[src/rtl/load_store_unit.sv]
// Load/store unit: one CPU load/store at a time against a word-wide data memory, with byte/halfword
// extraction on loads and read-modify-write on sub-word stores. Optional feature macro: MISALIGN_TRAP_EN.
module load_store_unit #(
  parameter int ADDR_W = 8
) (
  input  logic        clk,
  input  logic        rst_n,
  input  logic        req_valid,
  output logic        req_ready,
  input  logic        req_write,
  input  logic [1:0]  req_size,
  input  logic        req_signed,
  input  logic [31:0] req_addr,
  input  logic [31:0] req_wdata,
  output logic        resp_valid,
  output logic [31:0] resp_rdata,
  output logic        resp_err,
  output logic [31:0] mem_address,
  output logic [31:0] mem_write_data,
  output logic        mem_read,
  output logic        mem_write,
  input  logic [31:0] mem_read_data
);

  localparam logic [1:0] SZ_BYTE = 2'd0;
  localparam logic [1:0] SZ_HALF = 2'd1;
  localparam logic [1:0] SZ_WORD = 2'd2;

  typedef enum logic [1:0] {
    IDLE  = 2'd0,
    READ  = 2'd1,
    WRITE = 2'd2,
    RESP  = 2'd3
  } state_t;

  // Pull the addressed lane down to bit 0 and extend it to a full word.
  function automatic logic [31:0] load_extract(input logic [31:0] word, input logic [1:0] size,
                                               input logic [1:0] off, input logic sgn);
    logic [7:0]  b;
    logic [15:0] h;
    logic [31:0] r;
    b = word[{off, 3'b000} +: 8];
    h = off[1] ? word[31:16] : word[15:0];
    case (size)
      SZ_BYTE: r = {{24{sgn & b[7]}}, b};
      SZ_HALF: r = {{16{sgn & h[15]}}, h};
      default: r = word;
    endcase
    return r;
  endfunction

  function automatic logic [31:0] store_merge(input logic [31:0] word, input logic [31:0] wdata,
                                              input logic [1:0] size, input logic [1:0] off);
    logic [31:0] r;
    r = word;
    case (size)
      SZ_BYTE: r[{off, 3'b000} +: 8] = wdata[7:0];
      SZ_HALF: begin
        if (off[1]) begin
          r[31:16] = wdata[15:0];
        end else begin
          r[15:0] = wdata[15:0];
        end
      end
      default: r = wdata;
    endcase
    return r;
  endfunction

  state_t              state_r;
  state_t              state_next;
  logic                accept_s;
  logic                write_r;
  logic [1:0]          size_r;
  logic                signed_r;
  logic [1:0]          off_r;
  logic [31:0]         wdata_r;
  logic [ADDR_W-1:0]   addr_r;
  logic [ADDR_W-1:0]   addr_next;
  logic [31:0]         mem_wdata_r;
  logic [31:0]         mem_wdata_next;
  logic [31:0]         rdata_r;
  logic [31:0]         rdata_next;
  logic                mem_read_r;
  logic                mem_write_r;
  logic                resp_valid_r;
  logic [1:0]          size_norm_s;
  logic [1:0]          off_norm_s;

  assign req_ready      = rst_n & (state_r == IDLE);
  assign accept_s       = req_valid & req_ready;
  assign resp_valid     = resp_valid_r;
  assign resp_rdata     = rdata_r;
  assign mem_read       = mem_read_r;
  assign mem_write      = mem_write_r;
  assign mem_write_data = mem_wdata_r;
  assign mem_address    = {{(32 - ADDR_W){1'b0}}, addr_r};

  // Size 3 behaves as word; misaligned low address bits are dropped for the lane select.
  always_comb begin
    size_norm_s = req_size[1] ? SZ_WORD : req_size;
    case (size_norm_s)
      SZ_BYTE: off_norm_s = req_addr[1:0];
      SZ_HALF: off_norm_s = {req_addr[1], 1'b0};
      default: off_norm_s = 2'b00;
    endcase
  end

`ifdef MISALIGN_TRAP_EN
  logic misalign_s;
  logic err_r;
  logic err_next;
  assign misalign_s = (req_size[1] && (req_addr[1:0] != 2'b00)) ||
                      ((req_size == SZ_HALF) && req_addr[0]);
  assign resp_err   = err_r;
`else
  assign resp_err   = 1'b0;
`endif

  // Next-state and datapath-next logic of the access sequencer.
  always_comb begin
    state_next     = state_r;
    addr_next      = addr_r;
    mem_wdata_next = mem_wdata_r;
    rdata_next     = 32'h0000_0000;
`ifdef MISALIGN_TRAP_EN
    err_next       = 1'b0;
`endif
    case (state_r)
      IDLE: begin
        if (accept_s) begin
          addr_next = req_addr[ADDR_W+1:2];
`ifdef MISALIGN_TRAP_EN
          if (misalign_s) begin
            state_next = RESP;
            err_next   = 1'b1;
          end else
`endif
          if (!req_write) begin
            state_next = READ;
          end else if (req_size[1]) begin
            state_next     = WRITE;
            mem_wdata_next = req_wdata;
          end else begin
            state_next = READ;
          end
        end else begin
          state_next = IDLE;
        end
      end
      READ: begin
        if (write_r) begin
          state_next     = WRITE;
          mem_wdata_next = store_merge(mem_read_data, wdata_r, size_r, off_r);
        end else begin
          state_next = RESP;
          rdata_next = load_extract(mem_read_data, size_r, off_r, signed_r);
        end
      end
      WRITE:   state_next = RESP;
      RESP:    state_next = IDLE;
      default: state_next = IDLE;
    endcase
  end

  // State and output registers; strobes are registered copies of the next-state decode.
  always_ff @(posedge clk or negedge rst_n) begin
    if (!rst_n) begin
      state_r      <= IDLE;
      addr_r       <= '0;
      mem_wdata_r  <= 32'h0000_0000;
      rdata_r      <= 32'h0000_0000;
      mem_read_r   <= 1'b0;
      mem_write_r  <= 1'b0;
      resp_valid_r <= 1'b0;
`ifdef MISALIGN_TRAP_EN
      err_r        <= 1'b0;
`endif
    end else begin
      state_r      <= state_next;
      addr_r       <= addr_next;
      mem_wdata_r  <= mem_wdata_next;
      rdata_r      <= rdata_next;
      mem_read_r   <= (state_next == READ);
      mem_write_r  <= (state_next == WRITE);
      resp_valid_r <= (state_next == RESP);
`ifdef MISALIGN_TRAP_EN
      err_r        <= err_next;
`endif
    end
  end

  // Request fields captured at acceptance and held for the whole access.
  always_ff @(posedge clk or negedge rst_n) begin
    if (!rst_n) begin
      write_r  <= 1'b0;
      size_r   <= SZ_BYTE;
      signed_r <= 1'b0;
      off_r    <= 2'b00;
      wdata_r  <= 32'h0000_0000;
    end else if (accept_s) begin
      write_r  <= req_write;
      size_r   <= size_norm_s;
      signed_r <= req_signed;
      off_r    <= off_norm_s;
      wdata_r  <= req_wdata;
    end else begin
      write_r  <= write_r;
      size_r   <= size_r;
      signed_r <= signed_r;
      off_r    <= off_r;
      wdata_r  <= wdata_r;
    end
  end

endmodule

[config.mk]
export PLATFORM = sky130hd
export DESIGN_NAME = load_store_unit
export DESIGN_NICKNAME = d
export VERILOG_FILES = /design/src/rtl/load_store_unit.sv
export SDC_FILE = /design/constraint.sdc
export NUM_CORES = 1
export LEC_CHECK = 0
export ABC_AREA = 1
export BUFFER_PORTS_ARGS = -buffer_cell sky130_fd_sc_hd__buf_2
export CORE_MARGIN = 2
export CORE_UTILIZATION = 40
export DETAILED_ROUTE_END_ITERATION = 7
export PLACE_DENSITY_LB_ADDON = 0.3
export SYNTH_ARGS = -nofsm -noshare
export SYNTH_HDL_FRONTEND = slang
export SYNTH_SLANG_ARGS = --single-unit
[constraint.sdc]
create_clock -name clk -period 4.8 [get_ports clk]
set_clock_uncertainty 0.15 [all_clocks]
set_input_delay 0.48 -clock clk [delete_from_list [all_inputs] [get_ports clk]]
set_output_delay 0.48 -clock clk [all_outputs]
set_load 0.01 [all_outputs]
==> metrics.csv, run 1 <==
metric,value,unit
critical_path_arrival,3100,ps
largest_incremental_delay_on_the_critical_path,580,ps
mostFrequentLayoutCells,"231 x nand2_1, 155 x buf_2, 127 x a21oi_1, 115 x dfrtp_1, 107 x o21ai_0",
seq_area,2880,um^2
critical_path.startpoint_type,input port,
timing_worst_setup_path_type,input port to flop,
vias_per_cell,5.03,
globalRoute.totalOverflow,0,
ys.warnings.count,0,
synth_seq_cells,115,
total_negative_slack,0,ps
avgRoutedWirePerCell,15.8,um
die_y,133,um
yosys.area_share.simple,0.219,
routabilityCongestion,0.930,
rr_startpoint,state_r[1],
pin_count_of_the_biggest_net_entering_global_routing,69,
synth_top_family_by_area,simple AND/OR/NAND/NOR gates,
final_layout_size_suffix_gt1_frac,0.214,
maxUsedRoutingLayer,met4,
die_area,17600,um^2
power.leakage,4.24,nW
diodes,0,
crit_path_end,mem_write_data[15],
status,"finished, final reports clean",
cts_sinks,115,
worst_hold_path_type,input port to flop,
io_pins,204,
met3RoutedLength,1.31,mm
worstPathCellList,dlygate4sd3_1 > buf_4 > nand3_2 > nor2_1 > o21bai_4 > buf_4 > a21oi_1 > nand2_1 > nand2_1,
grt_first_pass_wirelength,32.1,mm
final_antenna_net_count,0,
ys_seq_area_frac,0.434,
postSynth.asyncResetShare,1.00,
worst_hold_startpoint,req_addr[3],
power_per_cell_area,632,nW/um^2
end_kind,flop,
max-slew-margin-rel,0.489,
final-max-slew-violation-count,0,
drc_errors,0,
fp.dieW,133,um
initial_antenna_violation_count,0,
share_clk_of_total_power,0.258,
final-setup-viol-count,0,
synth_compound_area_frac,0.212,
layout_worst_path_cycle_share,0.604,
yosys.area_share.xor_xnor,0,
initial_utilization,0.404,
net-switching-power,2.18,mW
share_of_the_synthesized_area_in_the_top_cell_type,0.434,
cpLargestDelayFamily,buffers and inverters,
synth_cells,903,
grt_pass1_vias,6060,
ys.flop_type,dfrtp_1,
route.vias.total,6369,
r2r_end,mem_write_data[12],
track_usage,0.232,
clkTransAtPathRegs,60,ps
place.port_buffers,156,
synth_top_area_cells,"dfrtp_1 43%, nand2_1 13%, a21oi_1 9.6%",
drtPass1Iterations,4,
cts_max_level,4,
worstPathBufferInverterCount,3,
synth_mux_area_frac,0,
placed_cell_area,7420,um^2
swShare,0.429,
grt_setup_unrepaired,false,
cts_tree,built,
final.min_clock_period,2900,ps
core_region_area,16400,um^2
synth.avg_cell_area,7.35,um^2
finalNetCount,1144,
syn-cell-area,6640,um^2
yosysUniqueCellTypes,32,
final_util,0.490,
intPower,2.90,mW
critical_path_depth,9,
achievable-frequency,0.345,GHz
multiInputGateArea,3080,um^2
hold_violations,0,
synth_adder_area_share,0.0170,
synthToLayoutAreaGrowth,21.2,%
place_hpwl,14.3,mm
worst_ep_required_time,5000,ps
cts_buffer_depth,2,
holdPathStages,3,
synth_area_leader_cell,dfrtp_1,
wl_met1,8.89,mm
critical_path_origin,rst_n,
root_buffer,clkbuf_16,
r2r.worst_path.cells,10,
cp_max_fo,63,
post-cts-setup-buffers,0,
p_comb_frac,0.421,
layout.cell_area.non_filler,8050,um^2
drt-initial-drc-count,610,
drt_wl_total,20.0,mm
leading_cell_type_in_the_layout_fill_and_taps_excluded,nand2_1,
worstSkewPairLatency,420,ps
inserted_clock_buffers,17,
vdd.ir_drop.worst,0.000327,V
synth_edf_count,0,
tightest_slew,767,ps
maxCapViolations,0,
rows,47,
flop2flop_setup_slack,2140,ps
sequentialPowerShare,0.320,
slowest_stage,buf_4,
dr_wl_met2,9.20,mm
n_fill_cell,1651,
[registers in the layout, summed over array words and instances (netlist names)]
| register | flops |
|---|---|
| resp_rdata | 32 |
| state_r | 2 |
| wdata_r | 32 |
| resp_valid | 1 |
| off_r | 2 |
| signed_r | 1 |
| size_r | 2 |
| write_r | 1 |
| mem_write | 1 |
| addr_r | 8 |
| mem_write_data | 32 |
| mem_read | 1 |
[layer usage]
metal | vias up | track usage
li1 | 3165 | -
met1 | 2928 | 0.307
met2 | 238 | 0.370
met3 | 38 | 0.0533
met4 | 0 | 0.0920
met5 | - | 0
[how the worst min path moves through the flow]
stage | end | slack [ps]
finish | addr_r[1] | 100
global route | addr_r[1] | 100
CTS | addr_r[1] | 80
detailed placement | addr_r[4] | 310
global placement | mem_write_data[2] | 310
floorplan | addr_r[0] | 30
[worst min-delay path: stages]
cell	delay (ps)
buf_2	70
nand2_1	40
nand2_1	40
[cell type report]
type                            count  share of cell area
Clock buffer                       17              0.0529
Clock inverter                     15              0.0236
Inverter                           91              0.0425
Multi-Input combinational cell    642               0.383
Sequential cell                   115               0.358
Tap cell                          220              0.0342
Timing Repair Buffer              165               0.106
[through the flow]
step                power, mW  worst slack, ps  cells  hold WS (ps)
floorplan                3.10             2770    927          34.4
global placement         3.74             1930   1232           308
detailed placement       3.77             1930   1232           311
CTS                      5.12             1820   1265          84.1
global route             5.48             1430   1265          98.6
finish                   5.09             1900   1265           104
[cells in the mapped netlist, types with 2 or more instances]
cell      instances
nand2_1         231
a21oi_1         127
dfrtp_1         115
o21ai_0         107
inv_1            85
nor2_1           46
nand3_1          44
buf_2            28
buf_4            25
clkbuf_1         22
o211ai_1         17
nor2_2           10
ha_1              9
o221ai_1          7
inv_2             6
o21a_1            3
buf_1             2
buf_6             2
nand2_4           2
nand3_2           2
nand4_1           2
[what timing repair did]
| item | 4_1_cts | 5_1_grt |
|---|---|---|
| resized for setup | 0 | 0 |
| endpoints found under the setup margin | 0 | 0 |
| endpoints found under the hold margin | 19 | 0 |
| hold buffers | 1 | 0 |
[cells by family after synthesis]
| kind of cell | Yosys count |
|---|---|
| compound gates | 265 |
| buf+inv | 170 |
| flops | 115 |
| simple gates | 343 |
| other cells | 1 |
| fa+ha+maj | 9 |
[power groups by stage]
stage	sequential [mW]	combinational, mW	clock [mW]
global placement	1.63	2.11	0
global route	1.67	2.43	1.38
finish	1.63	2.14	1.32
detailed placement	1.63	2.14	0
CTS	1.62	2.15	1.34
floorplan	1.68	1.41	0
No activity file was read; power rests on OpenSTA's default activity.
==> run 2, diff against run 1 <==
--- a/config.mk
+++ b/config.mk
@@ -5,7 +5,7 @@
 export SDC_FILE = /design/constraint.sdc
 export NUM_CORES = 1
 export LEC_CHECK = 0
-export ABC_AREA = 1
+export ABC_AREA = 0
 export BUFFER_PORTS_ARGS = -buffer_cell sky130_fd_sc_hd__buf_2
 export CORE_MARGIN = 2
 export CORE_UTILIZATION = 40
==> constraint.sdc (replaced) <==
create_clock -name clk -period 2.99 [get_ports clk]
set_clock_uncertainty 0.15 [all_clocks]
set_input_delay 0.299 -clock clk [delete_from_list [all_inputs] [get_ports clk]]
set_output_delay 0.299 -clock clk [all_outputs]
set_load 0.01 [all_outputs]
==> run 2 against run 1 <==
  * Combinational power rose by 46%
  * Non-clock buffer count rose by 53
  * Power increased by 56%
  * Cell area rose by 1.2%
  * Final cell count decreased by 23%
  * Clock-buffer cell count up 1
  * Routed wire length down 3.5%
  * Largest cell class unchanged
  * Global-route usage rose by 0.69 points
  * Clock power up 67%
  * Core utilization up 4.7 points
  * Largest power group unchanged
==> metrics.csv, run 2 <==
metric,value,unit,change
yosys.area_share.xor_xnor,0,,unchanged
synthToLayoutAreaGrowth,31.5,%,was 21.2%
total_negative_slack,0,ps,unchanged
cts_sinks,115,,unchanged
worstSkewPairLatency,410,ps,was 420 ps
drc_errors,0,,unchanged
status,"finished, final reports clean",,unchanged
clkTransAtPathRegs,60,ps,about the same
n_fill_cell,1313,,was 1651
final-setup-viol-count,0,,unchanged
ys_seq_area_frac,0.465,,was 0.434
avgRoutedWirePerCell,19.8,um,was 15.8 um
dp_cells,898,,was 1232
end_kind,flop,,unchanged
place_hpwl,13.4,mm,was 14.3 mm
mostFrequentLayoutCells,"155 x buf_2, 115 x dfrtp_1, 51 x nand2_1, 51 x o21ai_0",,"was 231 x nand2_1, 155 x buf_2, 127 x a21oi_1, 115 x dfrtp_1, 107 x o21ai_0"
synth_top_family_by_area,compound AO/OA/AOI/OAI gates,,was simple AND/OR/NAND/NOR gates
routabilityCongestion,0.888,,was 0.930
final.setup.worst_slack,422,ps,was 1900 ps
place.port_buffers,156,,unchanged
flop2flop_setup_slack,420,ps,was 2140 ps
rr_startpoint,off_r[1],,was state_r[1]
inserted_clock_buffers,17,,unchanged
synth_compound_area_frac,0.229,,was 0.212
synth_mux_area_frac,0.127,,was 0
final.min_clock_period,2570,ps,
synth_adder_area_share,0.0182,,was 0.0170
hold_violations,0,,unchanged
grt_first_pass_wirelength,29.8,mm,was 32.1 mm
maxCapViolations,0,,unchanged
drt_wl_total,19.3,mm,was 20.0 mm
route.vias.total,5441,,was 6369
cts_max_level,4,,unchanged
globalRoute.totalOverflow,0,,unchanged
cts_resized,0,,unchanged
finalNetCount,885,,was 1144
layout.cell_area.non_filler,8140,um^2,was 8050 um^2
final_layout_size_suffix_gt1_frac,0.350,,was 0.214
die_y,128,um,was 133 um
die_area,16500,um^2,was 17600 um^2
final-max-slew-violation-count,0,,unchanged
slowest_stage,a2111oi_0,,was buf_4
pin_count_of_the_biggest_net_entering_global_routing,116,,was 69
crit_path_end,mem_write_data[29],,was mem_write_data[15]
cts_tree,built,,unchanged
critical_path.startpoint_type,flop,,was input port
critical_path_arrival,2690,ps,was 3100 ps
placed_cell_area,7060,um^2,was 7420 um^2
yosys-top-cells-count,"115 x dfrtp_1, 51 x nand2_1, 51 x o21ai_0",,"was 231 x nand2_1, 127 x a21oi_1, 115 x dfrtp_1"
synth_cells,581,,was 903
critical_path_depth,6,,was 9
hold_buffers,44,,was 1
ys.flop_type,dfrtp_1,,unchanged
synth_area_leader_cell,dfrtp_1,,unchanged
largest_incremental_delay_on_the_critical_path,620,ps,was 580 ps
final_antenna_net_count,0,,unchanged
vdd.ir_drop.worst,0.000507,V,was 0.000327 V
fin_cells,975,,was 1265
synth_seq_cells,115,,unchanged
holdWs,27.3,ps,was 104 ps
vias_per_cell,5.58,,was 5.03
dp_worst_setup_slack,472,ps,was 1930 ps
ys.warnings.count,0,,unchanged
yosysUniqueCellTypes,52,,was 32
r2r_end,mem_write_data[29],,was mem_write_data[12]
yosys.area_share.simple,0.0900,,was 0.219
track_usage,0.239,,was 0.232
synth.avg_cell_area,10.7,um^2,was 7.35 um^2
synth_top_area_cells,"dfrtp_1 46%, mux2_2 8.0%, o21ai_0 4.1%",,"was dfrtp_1 43%, nand2_1 13%, a21oi_1 9.6%"
io_pins,204,,unchanged
leading_cell_type_in_the_layout_fill_and_taps_excluded,buf_2,,was nand2_1
rows,45,,was 47
r2r.worst_path.cells,6,,was 10
cpLargestDelayFamily,compound AO/OA/AOI/OAI gates,,was buffers and inverters
worstPathCellList,buf_4 > ha_1 > inv_1 > o211a_1 > a2111oi_0 > o21ai_1,,was dlygate4sd3_1 > buf_4 > nand3_2 > nor2_1 > o21bai_4 > buf_4 > a21oi_1 > nand2_1 > nand2_1
initial_antenna_violation_count,1,,was 0
achievable-frequency,0.389,GHz,
drt-initial-drc-count,406,,was 610
cts_buffer_depth,2,,unchanged
postSynth.asyncResetShare,1.00,,unchanged
share_of_the_synthesized_area_in_the_top_cell_type,0.465,,was 0.434
post-cts-setup-buffers,0,,unchanged
finalPower,7.95,mW,was 5.09 mW
cell_with_the_most_instances_after_synthesis,dfrtp_1,,was nand2_1
grt_pass1_vias,5388,,was 6060
core_region_area,15100,um^2,was 16400 um^2
synth_edf_count,0,,unchanged
drtPass1Iterations,5,,was 4
worst_hold_path_type,input port to flop,,unchanged
cp_max_fo,46,,was 63
syn-cell-area,6190,um^2,was 6640 um^2
tightest_slew,948,ps,was 767 ps
final_util,0.537,,was 0.490
timing_worst_setup_path_type,flop to flop,,was input port to flop
worstPathBufferInverterCount,2,,was 3
power_per_cell_area,976,nW/um^2,was 632 nW/um^2
max-slew-margin-rel,0.368,,was 0.489
power.leakage,3.92,nW,was 4.24 nW
initial_utilization,0.409,,was 0.404
root_buffer,clkbuf_16,,unchanged
fp.dieW,128,um,was 133 um
worst_ep_required_time,3110,ps,was 5000 ps
critical_path_origin,off_r[1],,was rst_n
layout_worst_path_cycle_share,0.859,,
grt_setup_unrepaired,false,,unchanged
## run 2: changes by cell type after synthesis, moves of 15 or more
cell | before | now
a21o_1 | 0 | 23
a221oi_1 | 0 | 22
o21ai_1 | 1 | 19
nand3_1 | 44 | 8
nand2_1 | 231 | 51
o21ai_0 | 107 | 51
mux2_2 | 0 | 44
inv_1 | 85 | 9
a21oi_1 | 127 | 15
o22ai_1 | 0 | 16
nor2_1 | 46 | 15
o211ai_1 | 17 | 2
## run 2: kinds of logic after synthesis
| logic type | count (synthesis) |
|---|---|
| AND/OR/NAND/NOR | 112 |
| adder cells (fa/ha/maj) | 9 |
| flip-flops | 115 |
| other | 1 |
| AO/OA/AOI/OAI | 201 |
| multiplexers | 64 |
| buffers and inverters | 79 |
## run 2: how the worst min path moves through the flow
stage                       start                 end  slack (ps)  cells after the start
6_report        mem_read_data[31]      resp_rdata[31]          30                      2
5_1_grt         mem_read_data[23]      resp_rdata[23]          40                      2
4_1_cts               req_size[0]           size_r[0]          20                      3
3_5_place_dp   mem_write_data[20]  mem_write_data[20]         320                      2
3_3_place_gp    mem_write_data[4]   mem_write_data[4]         320                      2
2_1_floorplan               rst_n           addr_r[0]        -150                      0
## run 2: area by class of cell
type / instances / area [um^2] / share of cell area
diodes: 1 / 2.50 / 0.000307
clock buffers: 18 / 439 / 0.0540
clock inverters: 14 / 201 / 0.0247
inverters: 10 / 37.5 / 0.00461
multi-input cells: 411 / 2980 / 0.366
flip-flops and latches: 115 / 2880 / 0.354
well taps: 188 / 235 / 0.0289
repair buffers: 218 / 1370 / 0.168
## run 2: metal layers
| metal | track usage | vias to the layer above | part of all wire |
|---|---|---|---|
| li1 | - | 2497 | - |
| met1 | 0.306 | 2675 | 0.42 |
| met2 | 0.394 | 229 | 0.49 |
| met3 | 0.0541 | 40 | 0.067 |
| met4 | 0.0995 | 0 | 0.028 |
| met5 | 0 | - | 0 |
## run 2: worst register-to-register path, cell delays in order (launching register included)
cell	delay (ps)
dfrtp_1	340
buf_4	490
ha_1	310
inv_1	90
o211a_1	280
a2111oi_0	620
o21ai_1	150
## run 2: power by group
group,total (mW),internal (mW),switching [mW]
clock network,2.20,1.43,0.776
logic,3.12,1.34,1.78
registers,2.63,2.15,0.477
total,7.95,4.92,3.03
